**src/rtl/multicycle_controller.sv**
```systemverilog
// Multi-cycle MIPS-subset sequencing controller (Moore FSM, Mealy IR/PC load in FETCH).
// Stalls on MemReady in memory states and halts with BusErr when memory hangs.
// Optional build macro MCTRL_PERF_EN adds InstrCount/StallCount performance counters.
module multicycle_controller #(
    parameter int MEM_TIMEOUT = 15,
    parameter int CNT_W       = 4
) (
    input  logic       Clock,
    input  logic       Reset,
    input  logic [5:0] Op,
    input  logic [5:0] Func,
    input  logic       Zero,
    input  logic       MemReady,
    output logic       PCWrite,
    output logic       IorD,
    output logic       IRWrite,
    output logic       MemRead,
    output logic       MemWrite,
    output logic       MemtoReg,
    output logic       RegDst,
    output logic       RegWrite,
    output logic       RegB,
    output logic       ALUSrcA,
    output logic [1:0] ALUSrcB,
    output logic [3:0] ALUOp,
    output logic [1:0] PCSource,
    output logic [3:0] State,
    output logic       Illegal,
    output logic       BusErr
`ifdef MCTRL_PERF_EN
    ,
    output logic [31:0] InstrCount,
    output logic [31:0] StallCount
`endif
);

    typedef enum logic [3:0] {
        S_FETCH    = 4'd0,
        S_DECODE   = 4'd1,
        S_MEMADDR  = 4'd2,
        S_MEMREAD  = 4'd3,
        S_MEMWB    = 4'd4,
        S_MEMWRITE = 4'd5,
        S_EXEC     = 4'd6,
        S_RWB      = 4'd7,
        S_BRANCH   = 4'd8,
        S_JUMP     = 4'd9,
        S_IEXEC    = 4'd10,
        S_IWB      = 4'd11,
        S_HALT     = 4'd15
    } state_t;

    localparam logic [5:0] OP_R    = 6'b000000;
    localparam logic [5:0] OP_LW   = 6'b100011;
    localparam logic [5:0] OP_SW   = 6'b101011;
    localparam logic [5:0] OP_BEQ  = 6'b000100;
    localparam logic [5:0] OP_BNE  = 6'b000101;
    localparam logic [5:0] OP_ADDI = 6'b001000;
    localparam logic [5:0] OP_J    = 6'b000010;

    localparam logic [3:0] ALU_ADD = 4'b0000;
    localparam logic [3:0] ALU_SUB = 4'b0001;
    localparam logic [3:0] ALU_AND = 4'b0010;
    localparam logic [3:0] ALU_OR  = 4'b0011;
    localparam logic [3:0] ALU_SLT = 4'b0100;
    localparam logic [3:0] ALU_SLL = 4'b1000;

    state_t           state, next_state;
    logic [CNT_W-1:0] wait_cnt;
    logic             illegal_q, bus_err_q;
    logic             set_illegal;
    logic             mem_state, timeout, wait_inc;
    logic             r_valid, r_regb;
    logic [3:0]       r_aluop;

    // R-type function decode; IR is stable outside FETCH so EXEC and RWB agree.
    always_comb begin
        r_valid = 1'b1;
        r_regb  = 1'b0;
        r_aluop = ALU_ADD;
        case (Func)
            6'b100000: r_aluop = ALU_ADD;
            6'b100010: r_aluop = ALU_SUB;
            6'b100100: r_aluop = ALU_AND;
            6'b100101: r_aluop = ALU_OR;
            6'b101010: r_aluop = ALU_SLT;
            6'b000000: begin
                r_aluop = ALU_SLL;
                r_regb  = 1'b1;
            end
            default:   r_valid = 1'b0;
        endcase
    end

    // Memory-wait bookkeeping: a stall that reaches the limit becomes a timeout instead of a count.
    always_comb begin
        mem_state = (state == S_FETCH) || (state == S_MEMREAD) || (state == S_MEMWRITE);
        timeout   = (MEM_TIMEOUT != 0) && mem_state && !MemReady &&
                    (wait_cnt == CNT_W'(MEM_TIMEOUT));
        wait_inc  = mem_state && !MemReady && !timeout;
    end

    // Next-state and per-state outputs; everything is zero while Reset is high.
    always_comb begin
        next_state  = state;
        set_illegal = 1'b0;
        PCWrite     = 1'b0;
        IorD        = 1'b0;
        IRWrite     = 1'b0;
        MemRead     = 1'b0;
        MemWrite    = 1'b0;
        MemtoReg    = 1'b0;
        RegDst      = 1'b0;
        RegWrite    = 1'b0;
        RegB        = 1'b0;
        ALUSrcA     = 1'b0;
        ALUSrcB     = 2'b00;
        ALUOp       = ALU_ADD;
        PCSource    = 2'b00;
        State       = 4'd0;
        Illegal     = 1'b0;
        BusErr      = 1'b0;
        if (!Reset) begin
            State   = state;
            Illegal = illegal_q;
            BusErr  = bus_err_q;
            case (state)
                S_FETCH: begin
                    MemRead = 1'b1;
                    ALUSrcB = 2'b01;
                    if (timeout) begin
                        next_state = S_HALT;
                    end else if (MemReady) begin
                        IRWrite    = 1'b1;
                        PCWrite    = 1'b1;
                        next_state = S_DECODE;
                    end
                end
                S_DECODE: begin
                    ALUSrcB = 2'b11;
                    case (Op)
                        OP_R: begin
                            next_state  = r_valid ? S_EXEC : S_HALT;
                            set_illegal = !r_valid;
                        end
                        OP_LW, OP_SW:   next_state = S_MEMADDR;
                        OP_BEQ, OP_BNE: next_state = S_BRANCH;
                        OP_J:           next_state = S_JUMP;
                        OP_ADDI:        next_state = S_IEXEC;
                        default: begin
                            next_state  = S_HALT;
                            set_illegal = 1'b1;
                        end
                    endcase
                end
                S_MEMADDR: begin
                    ALUSrcA    = 1'b1;
                    ALUSrcB    = 2'b10;
                    next_state = (Op == OP_LW) ? S_MEMREAD : S_MEMWRITE;
                end
                S_MEMREAD: begin
                    IorD    = 1'b1;
                    MemRead = 1'b1;
                    if (timeout)       next_state = S_HALT;
                    else if (MemReady) next_state = S_MEMWB;
                end
                S_MEMWB: begin
                    MemtoReg   = 1'b1;
                    RegWrite   = 1'b1;
                    next_state = S_FETCH;
                end
                S_MEMWRITE: begin
                    IorD = 1'b1;
                    if (timeout) begin
                        next_state = S_HALT;
                    end else begin
                        MemWrite = 1'b1;
                        if (MemReady) next_state = S_FETCH;
                    end
                end
                S_EXEC: begin
                    ALUSrcA    = 1'b1;
                    ALUOp      = r_aluop;
                    RegB       = r_regb;
                    next_state = S_RWB;
                end
                S_RWB: begin
                    RegDst     = 1'b1;
                    RegWrite   = 1'b1;
                    ALUOp      = r_aluop;
                    RegB       = r_regb;
                    next_state = S_FETCH;
                end
                S_BRANCH: begin
                    ALUSrcA    = 1'b1;
                    ALUOp      = ALU_SUB;
                    PCSource   = 2'b01;
                    PCWrite    = (Op == OP_BNE) ? !Zero : Zero;
                    next_state = S_FETCH;
                end
                S_JUMP: begin
                    PCSource   = 2'b10;
                    PCWrite    = 1'b1;
                    next_state = S_FETCH;
                end
                S_IEXEC: begin
                    ALUSrcA    = 1'b1;
                    ALUSrcB    = 2'b10;
                    next_state = S_IWB;
                end
                S_IWB: begin
                    RegWrite   = 1'b1;
                    next_state = S_FETCH;
                end
                S_HALT:  next_state = S_HALT;
                default: next_state = S_HALT;
            endcase
        end
    end

    // State register, wait counter and sticky error flags.
    always_ff @(posedge Clock) begin
        if (Reset) begin
            state     <= S_FETCH;
            wait_cnt  <= '0;
            illegal_q <= 1'b0;
            bus_err_q <= 1'b0;
        end else begin
            state <= next_state;
            if (next_state != state) wait_cnt <= '0;
            else if (wait_inc)       wait_cnt <= wait_cnt + 1'b1;
            if (set_illegal) illegal_q <= 1'b1;
            if (timeout)     bus_err_q <= 1'b1;
        end
    end

`ifdef MCTRL_PERF_EN
    logic instr_done;
    assign instr_done = (next_state == S_FETCH) &&
                        ((state == S_MEMWB) || (state == S_MEMWRITE) || (state == S_RWB) ||
                         (state == S_BRANCH) || (state == S_JUMP) || (state == S_IWB));

    // Retired-instruction and memory-stall counters, free-running with wrap.
    always_ff @(posedge Clock) begin
        if (Reset) begin
            InstrCount <= '0;
            StallCount <= '0;
        end else begin
            if (instr_done) InstrCount <= InstrCount + 32'd1;
            if (wait_inc)   StallCount <= StallCount + 32'd1;
        end
    end
`endif

endmodule

```
**config.mk**
```make
export PLATFORM = sky130hd
export DESIGN_NAME = multicycle_controller
export DESIGN_NICKNAME = d
export VERILOG_FILES = /design/src/rtl/multicycle_controller.sv
export SDC_FILE = /design/constraint.sdc
export NUM_CORES = 1
export LEC_CHECK = 0
export CAP_MARGIN = 10
export CELL_PAD_IN_SITES_DETAIL_PLACEMENT = 0
export CELL_PAD_IN_SITES_GLOBAL_PLACEMENT = 2
export CORE_ASPECT_RATIO = 0.7
export CORE_UTILIZATION = 25
export CTS_CLUSTER_SIZE = 20
export DETAILED_ROUTE_END_ITERATION = 10
export PLACE_DENSITY_LB_ADDON = 0.1
export RECOVER_POWER = 50
export SYNTH_ARGS = -nofsm -noshare
export SYNTH_HDL_FRONTEND = slang
export SYNTH_SLANG_ARGS = --single-unit
```
**constraint.sdc**
```tcl
create_clock -name Clock -period 2.1 [get_ports Clock]
set_input_delay 0.315 -clock Clock [delete_from_list [all_inputs] [get_ports Clock]]
set_output_delay 0.315 -clock Clock [all_outputs]
set_load 0.005 [all_outputs]
```
# Word level (Yosys, flattened, before mapping)
# Index checks and enable logic that the tools add are counted.
dict set report word_totals {
  regBits 10
  out_inout_bits 24
  elab_cells 103
}
dict set report classes {
  n_addsub 1
  n_eq_ne 24
  muxes 50
  reduce_logical 24
}
# operator n
set op_table {}
lappend op_table {{== test 6 bit (second input constant)} 7}
lappend op_table {{two-way mux 4 bit} 10}
lappend op_table {{case mux 4 bit (5 select lines)} 2}
lappend op_table {{case mux 4 bit (8 select lines)} 1}
lappend op_table {{two-way mux 1 bit} 29}
lappend op_table {{== test 4 bit (second input constant)} 5}
lappend op_table {{== test 4 x 3 -> 1 bit (second input constant)} 4}
lappend op_table {{OR reduction 2 bit} 7}
lappend op_table {{== test 6 x 3 -> 1 bit (second input constant)} 2}
lappend op_table {{zero test 6 bit} 2}
lappend op_table {{OR reduction 6 bit} 2}
lappend op_table {{== test 4 x 2 -> 1 bit (second input constant)} 2}
lappend op_table {{case mux 4 bit (2 select lines)} 1}
lappend op_table {{== test 6 x 2 -> 1 bit (second input constant)} 1}
lappend op_table {{== test 6 x 4 -> 1 bit (second input constant)} 1}
lappend op_table {{case mux 2 bit (3 select lines)} 1}
lappend op_table {{OR reduction 5 bit} 1}
lappend op_table {{adder 4 x 1 -> 4 bit (second input constant)} 1}
lappend op_table {{== test 4 x 1 -> 1 bit (second input constant)} 1}
lappend op_table {{zero test 1 bit} 4}
lappend op_table {{zero test 4 bit} 1}
lappend op_table {{two-way mux 2 bit} 2}
lappend op_table {{!= test 4 bit} 1}
lappend op_table {{case mux 2 bit (2 select lines)} 1}
lappend op_table {{other kinds (7)} 10}

# Longest topological paths before layout
# Gate-level depths: netlist (run 1).
dict set report logic_depth {
  ltp_word 10
  depth_mapped 8
  mapped_depth_nobuf 7
}

# Worst setup path after synthesis (run 1)
# Ideal clock, no wire load.
dict set report synth_path {
  path_type {flip-flop to output port}
  start {register state[1]}
  end {output ALUOp[0]}
  arrival_time_ns 1.665
  required_ns 1.785
  setup_slack_ns 0.120
  path_stages_with_launch 8
  path_buffers 2
  path_cell_list {dfxtp_1 buf_2 buf_2 nor2b_1 or3b_2 nor2_1 nand2_1 o21bai_1}
}
dict set report synth_between {
  elab_chain_cells 4
}
# item line_no
set synth_rtl {}
lappend synth_rtl {{start, declared} 68} ;# state_t state, next_state;
lappend synth_rtl {{start signal, assigned} 229} ;# state <= next_state;
lappend synth_rtl {{== test 4 x 3 -> 1 bit} 127} ;# case (state)
lappend synth_rtl {{OR reduction 2 bit (no line)} --}
lappend synth_rtl {{case mux 4 bit (2 select lines) (*)} 127}
lappend synth_rtl {{two-way mux 4 bit (*)} 123} ;# if (!Reset) begin
lappend synth_rtl {{end, declared} 25} ;# output logic [3:0] ALUOp,
# Every way passes the cells marked *; elsewhere a longest branch is shown, timed or not.

# Worst setup path in the final report (run 1)
dict set report layout_path {
  start {register state[3]}
  end {register wait_cnt[1]}
}
dict set report layout_between {
  elab_chain_cells 10
}
# item line_no
set layout_rtl {}
lappend layout_rtl {{== test 4 x 2 -> 1 bit / zero test 4 bit (equally long branches)} {97, 127}}
lappend layout_rtl {{logical OR 1 bit (2 in a row)} 97} ;# mem_state = (state == S_FETCH) || (state == S_MEMREAD) || (state == S_MEMWRITE);
lappend layout_rtl {{logical AND 1 bit} {98, 100}}
lappend layout_rtl {{logical AND 1 bit} 98} ;# timeout = (MEM_TIMEOUT != 0) && mem_state && !MemReady &&
lappend layout_rtl {{two-way mux 4 bit (on tied branches)} {174, 131, 164}}
lappend layout_rtl {{case mux 4 bit (8 select lines)} 127}
lappend layout_rtl {{two-way mux 4 bit} 123}
lappend layout_rtl {{!= test 4 bit} 230} ;# if (next_state != state) wait_cnt <= '0;
lappend layout_rtl {{OR reduction 2 bit (no line)} --}
lappend layout_rtl {{end signal, assigned} 231} ;# else if (wait_inc) wait_cnt <= wait_cnt + 1'b1;
lappend layout_rtl {{end, declared} 69} ;# logic [CNT_W-1:0] wait_cnt;
# Parallel ways exist; a longest one is shown, timed or not.
# A chain may end at the register's enable or synchronous reset.

==> results.txt, run 1 <==
----------------------------------------------------
[Run status]
  Run status ... complete, but fails checks
  Failing checks ... DRC, setup timing

[Drt]
  Detailed route wirelength on metal2 ... 2241 um
  Max layer used ... met3
  Average wire per cell in the routed design ... 13.78 um
  Met3 routed wirelength ... 212 um
  Routed wire length ... 4686 um
  Number of iterations in the first detailed-routing pass ... 7
  Ratio of routed vias to standard cells ... 4.965
  Wire length on met1 ... 2233 um
  Number of DRC violations after detailed routing ... 2
  DR iter-0 viols ... 51
  Routed vias ... 1688
  Count of antenna-violating nets left after detailed routing ... 0

[Floorplan]
  Die extent in y ... 61.22 um
  Chip width ... 86.60 um
  Site row count ... 21
  # IOs ... 40
  CORE AREA ... 4808 um2
  Die footprint ... 5302 um2
  Starting density of the core ... 26.05%

[Worst setup path]
  Kind of capture point of the worst setup path ... register
  Type of the worst setup path ... reg -> reg
  Cell count of the worst reg-to-reg path ... 9
  FF-to-FF Start ... state[3]
  R2R Path End ... wait_cnt[1]
  Reg-to-reg setup timing slack ... -0.04 ns
  Data required time of the critical path ... 2.25 ns
  Kind of start point of the critical path ... register
  Largest driver fanout on the critical path ... 5
  Arrival time worst endpoint ... 2.29 ns

[Finish]
  Post-Layout Cell Count ... 340
  Area growth, synth to finish ... 92.11%
  Number of inserted diodes ... 0
  Net count, final ... 290
  Fraction of final layout cells with drive strength greater than 1 ... 46.13%

[Clock tree]
  TritonCTS Buffers ... 3
  Clock-pin slew on the worst setup and hold paths ... 0.05 ns
  Number of buffers added to fix hold violations after cts ... 0
  Maximum root-to-sink buffer count ... 2
  Cell at the root of the clock tree ... clkbuf_8
  H-tree level count ... 1
  Worst skew pair latency ... 0.23 ns
  Number of sinks on the clock net ... 10
  TritonCTS clock tree ... built

[GRT]
  Number of global-route vias before repair ... 1597
  Total GRT Usage ... 17.78%
  Global route overflow ... 0
  Number of antenna violations at the first check in global routing ... 0
  Largest net degree at the start of global routing ... 25
  First-pass GRT wire length ... 7320 um

[Min path]
  Number of instances on the worst hold path ... 2
  Type of the most critical hold path ... reg -> reg
  Worst Hold End ... bus_err_q
  Hold path startpoint ... bus_err_q

[Place]
  Placed cell count ... 327
  DP Wirelength ... 3494 um
  Worst setup slack before clock tree synthesis ... -0.6099 ns
  Port-buffer cells ... 39
  Final RePlAce weighted congestion ... 0.8621

[Timing]
  Number of max-slew violations in the final report ... 0
  RSZ-0062 raised after global routing ... true
  Worst-case headroom to the max-slew limit ... 72.08%
  Transition at the pin with the smallest max-transition slack ... 0.4134 ns
  Setup TNS ... -0.1027 ns
  Total of endpoints with negative setup slack in the final report ... 4
  Count of final hold-check violations ... 0
  Final Cycle Share ... 101.7%
  Final critical-path required period ... 2.136 ns
  Worst setup margin ... -0.03564 ns
  Worst hold margin ... 0.4572 ns
  Worst Skew ... 0.002573 ns
  Fmax ... 468.2 MHz

[Logic synthesis]
  FF+latch count, synth ... 10
  Most repeated cell in the gate-level netlist after synthesis ... nor2_1
  Ys flop type ... dfxtp_1
  Sequential cell area fraction in the yosys report ... 15.98%
  Count of flip-flops with a built-in enable after synthesis ... 0
  Netlist cell types ... 56
  Post-synthesis instance area ... 1252 um2
  Top cell type's share of synthesized area ... 15.98%
  Number of synthesis warnings ... 0
  Area leader, netlist ... dfxtp_1
  Dominant cells by area after synthesis ... dfxtp_1, nor2_1, nor2b_1
  Synthesized Nets ... 195
  Ranking of synthesized cells by instance count ... nor2_1, nor3_1, nor2b_1
  Number of instances in the synthesized netlist ... 178
  Synth async-reset ratio ... 0%
  Post-Syn Area per Cell ... 7.036 um2

[Pwr]
  Leakage ... 1.054 nW
  Max rail drop VDD ... 0.4484 mV
  PD cells ... 869.5 nW/um2

[Flow run]
  Max cap viols ... 0

----------------------------------------------------
-- stage by stage --
step           utilization (%)  total power (W)  instance area [um2]
4_1_cts                  47.57         0.001976                 2287
3_3_place_gp             43.04         0.001664                 2069
3_5_place_dp             43.04         0.001672                 2069
2_1_floorplan                -        0.0009973                 1252
6_report                 50.04         0.002092                 2406
5_1_grt                  50.04         0.002241                 2406
-- cell families after synthesis --
logic type / Yosys count / synth area share (%)
multiplexers: 1 / 0.8990
AND/OR/NAND/NOR: 104 / 46.85
AO/OA/AOI/OAI: 43 / 26.08
buffers and inverters: 14 / 5.494
flip-flops: 10 / 15.98
XOR/XNOR: 4 / 2.798
adder cells (fa/ha/maj): 2 / 1.898
-- sequential cells by signal, indices dropped and copies added (netlist names) --
signal	cells
bus_err_q	1
illegal_q	1
state	4
wait_cnt	4
-- final cells by class --
cell class	instances	area (um2)
clock buffer	3	41.29
tap	69	86.33
sequential	10	202.7
multi-input combinational	154	1195
inverter	1	3.754
timing repair buffer	103	877.1
fill	479	2402
-- worst max-delay path: stages (launching register included) --
cell,delay (ns)
dfxtp_2,0.33
buf_6,0.12
or4_4,0.48
o22a_4,0.25
buf_6,0.13
o22ai_4,0.16
buf_4,0.14
and2_4,0.14
o311ai_4,0.11
nor3_1,0.19
-- worst max path at each step --
| stage | from | to | slack [ns] | depth (start not counted) |
|---|---|---|---|---|
| floorplan | state[1] | ALUOp[0] | 0.12 | 7 |
| global placement | Op[3] | PCWrite | -0.60 | 7 |
| detailed placement | Op[5] | PCWrite | -0.61 | 7 |
| CTS | Op[2] | PCWrite | -0.15 | 7 |
| global route | state[1] | wait_cnt[1] | -0.12 | 9 |
| finish | state[3] | wait_cnt[1] | -0.04 | 9 |
-- routing by layer --
metal | up-vias | global-route usage (%)
met5 | - | 0
met4 | 0 | 1.429
met2 | 39 | 31.07
li1 | 856 | -
met3 | 0 | 3.887
met1 | 793 | 23.79
-- placed cells by master, fill, tap and decap left out, types with 3 or more instances in the layout --
cell / synthesis / final
buf_4: 1 / 56
dfxtp_1: 10 / 8
nand3_1: 10 / 7
clkdlybuf4s50_1: 0 / 11
clkbuf_8: 0 / 3
dlymetal6s2s_1: 0 / 5
and3_1: 5 / 4
buf_6: 1 / 7
buf_2: 4 / 3
dlygate4sd2_1: 0 / 12
clkbuf_2: 0 / 3
o21ai_0: 10 / 8
nor3b_1: 6 / 5
nand3_2: 0 / 3
nor2_4: 0 / 3
nand2_1: 4 / 4
nor2b_1: 14 / 12
nor3_2: 0 / 5
nor2_1: 24 / 20
a21oi_1: 11 / 9
nor3_1: 15 / 9
clkdlybuf4s15_1: 0 / 3
-- power by group --
part	leakage [nW]	switching [W]	internal (W)	total, W
registers	0.0824	0.0000410	0.000232	0.000273
clock network	0.0216	0.0000726	0.000125	0.000198
logic	0.950	0.000766	0.000855	0.00162
-- what timing repair did --
action / CTS / global route
endpoints found under the setup margin: 21 / 15
gates resized for setup: 72 / 34
pin swaps: 18 / 21
endpoints found under the hold margin: 0 / 0
buffers inserted: 7 / 5
Power figures use the tool's default switching activity.
==> run 2, diff against run 1 <==
CELL_PAD_IN_SITES_DETAIL_PLACEMENT = unset   (was 0)
CELL_PAD_IN_SITES_GLOBAL_PLACEMENT = unset   (was 2)
CORE_UTILIZATION = 40   (was 25)
PLACE_DENSITY = 0.71   (was unset)
PLACE_DENSITY_LB_ADDON = unset   (was 0.1)
==> run 2 against run 1 <==
The run ends with setup timing left. Register-to-register slack hardly changed. Global-route usage is 9.2 points higher. Worst setup slack worse by 0.015 ns. First-iteration DRC count is 57% higher. Final area is 8.9% lower. Die area is 37% lower. Sequential power is 4% higher. Clock skew hardly changed. Clock-buffer cell count is 1 higher. Cell count is 14% lower. Largest cell class unchanged.
==> results.txt, run 2 (synthesized netlist as in run 1, its figures left out) <==
----------------------------------------------------
[Timing]
  Total of endpoints with negative setup slack in the final report ... 4 (unchanged)
  Final Cycle Share ... 102.4% (+0.73 points)
  Worst hold margin ... 0.4605 ns (+0.003302 ns)
  Transition at the pin with the smallest max-transition slack ... 0.4537 ns (+0.04034 ns)
  Worst setup margin ... -0.05087 ns (-0.01523 ns)
  RSZ-0062 raised after global routing ... true
  Count of final hold-check violations ... 0 (unchanged)
  Worst-case headroom to the max-slew limit ... 69.69% (-2.4 points)
  Fmax ... 464.9 MHz (-0.71%)
  Worst Skew ... 0.002803 ns (+0.0002296 ns)
  Final critical-path required period ... 2.151 ns (+0.01523 ns)
  Number of max-slew violations in the final report ... 0 (unchanged)

[Pwr]
  Max rail drop VDD ... 0.6094 mV (+36%)
  PD cells ... 924.6 nW/um2 (+6.3%)
  Leakage ... 0.9300 nW (-12%)

[Floorplan]
  Chip width ... 68.88 um (-20%)
  CORE AREA ... 2883 um2 (-40%)
  Site row count ... 16 (-24%)
  Starting density of the core ... 43.45% (+17 points)
  Die extent in y ... 48.82 um (-20%)
  Die footprint ... 3362 um2 (-37%)
  # IOs ... 40 (unchanged)

[Worst setup path]
  Capture point of the worst path ... MemWrite
  FF-to-FF Start ... state[1]
  Data required time of the critical path ... 1.78 ns (-0.47 ns)
  Arrival time worst endpoint ... 1.84 ns (-0.45 ns)
  R2R Path End ... wait_cnt[3]
  Kind of capture point of the worst setup path ... output pin
  Type of the worst setup path ... reg -> out
  Reg-to-reg setup timing slack ... -0.03 ns (about the same)
  Cell count of the worst reg-to-reg path ... 7 (-2)
  Largest driver fanout on the critical path ... 4 (-1)
  Start point of the critical path ... state[1]
  Kind of start point of the critical path ... register

[Place]
  Port-buffer cells ... 39 (unchanged)
  Final RePlAce weighted congestion ... 0.9671 (+12%)
  Worst setup slack before clock tree synthesis ... -0.6138 ns (-0.003876 ns)
  DP Wirelength ... 3212 um (-8.1%)

[Finish]
  Number of inserted diodes ... 0 (unchanged)
  Fraction of final layout cells with drive strength greater than 1 ... 40.23% (-5.9 points)
  Top library cells by usage in the layout, fill and taps aside ... buf_4, nor2_1, clkdlybuf4s50_1
  Leading cell type in the layout, fill and taps excluded ... buf_4
  Net count, final ... 274 (-5.5%)
  Post-layout utilization of the core ... 76.04% (+26 points)
  Registers with the most flip-flops ... state (4), wait_cnt (4)
  Area growth, synth to finish ... 75.02%

[Clock tree]
  TritonCTS clock tree ... built
  Maximum root-to-sink buffer count ... 2 (unchanged)
  Clock-pin slew on the worst setup and hold paths ... 0.05 ns (about the same)
  H-tree level count ... 1 (unchanged)
  Worst skew pair latency ... 0.24 ns (about the same)
  Cell at the root of the clock tree ... clkbuf_8
  Number of sinks on the clock net ... 10 (unchanged)
  TritonCTS Buffers ... 3 (unchanged)

[GRT]
  First-pass GRT wire length ... 6831 um (-6.7%)
  Largest net degree at the start of global routing ... 25 (unchanged)
  Number of global-route vias before repair ... 1524 (-4.6%)
  Number of antenna violations at the first check in global routing ... 0 (unchanged)
  Global route overflow ... 0 (unchanged)
  Total GRT Usage ... 26.98% (+9.2 points)

[Drt]
  Number of DRC violations after detailed routing ... 0 (-2)
  Routed vias ... 1674 (-0.83%)
  Ratio of routed vias to standard cells ... 5.733 (+15%)
  Count of antenna-violating nets left after detailed routing ... 0 (unchanged)
  Average wire per cell in the routed design ... 15.22 um (+10%)
  Routed wire length ... 4443 um (-5.2%)
  DR iter-0 viols ... 80 (+57%)
  Number of iterations in the first detailed-routing pass ... 4 (-3)

[Min path]
  Type of the most critical hold path ... reg -> reg
  Hold path startpoint ... bus_err_q

[Flow run]
  Max cap viols ... 0 (unchanged)

[Run status]
  Run status ... complete, but fails checks
  Failing checks ... setup timing

----------------------------------------------------
[run 2: area by class of cell]
type	count	area, um2
Clock buffer	4	55.05
Timing Repair Buffer	87	748.2
Sequential cell	10	207.7
Fill cell	217	690.7
Inverter	1	3.754
Tap cell	36	45.04
Multi-Input combinational cell	154	1132
[run 2: what timing repair did]
action	in CTS	in global routing
pin swaps	7	13
setup endpoints to repair	21	13
hold buffers	0	0
gates cloned	0	0
resized for setup	51	31
setup buffers	2	1
[run 2: stage by stage]
| step | area [um2] | total power [W] | TNS (ns) | cells |
|---|---|---|---|---|
| global route | 2192 | 0.002156 | -0.3197 | 292 |
| detailed placement | 1961 | 0.001580 | -7.122 | 285 |
| global placement | 1961 | 0.001556 | -6.394 | 285 |
| floorplan | 1252 | 0.0009973 | 0 | 178 |
| CTS | 2096 | 0.001881 | -0.1560 | 291 |
| finish | 2192 | 0.002027 | -0.1114 | 292 |
[run 2: power breakdown]
group / switching, W / total [W] / leakage [nW] / internal, W
Clock: 0.0000814 / 0.000247 / 0.0288 / 0.000165
Sequential: 0.0000460 / 0.000283 / 0.0832 / 0.000237
Combinational: 0.000740 / 0.00150 / 0.818 / 0.000757
Total: 0.000867 / 0.00203 / 0.930 / 0.00116
[run 2: worst min-delay path by stage]
stage                      to  slack (ns)  cells after the start
global route        bus_err_q        0.49                      2
global placement    bus_err_q        0.44                      2
floorplan           bus_err_q        0.43                      2
finish              bus_err_q        0.46                      2
CTS                 bus_err_q        0.47                      2
detailed placement  bus_err_q        0.46                      2
[run 2: layer usage]
| layer | GRT usage [%] | wire [um] | vias to the layer above | share of wire (%) |
|---|---|---|---|---|
| met3 | 4.907 | 319 | 7 | 7.2 |
| met2 | 41.75 | 2001 | 66 | 45 |
| met4 | 6.803 | 48 | 0 | 1.1 |
| met5 | 0 | 0 | - | 0 |
| met1 | 38.11 | 2073 | 780 | 47 |
| li1 | - | - | 821 | - |
[run 2: worst max-delay path, cell delays in order, from the launching register on]
cell	delay, ns
dfxtp_2	0.33
buf_4	0.15
xnor2_1	0.25
o22a_4	0.21
nor2_2	0.04
nor4_1	0.33
clkdlybuf4s15_1	0.28
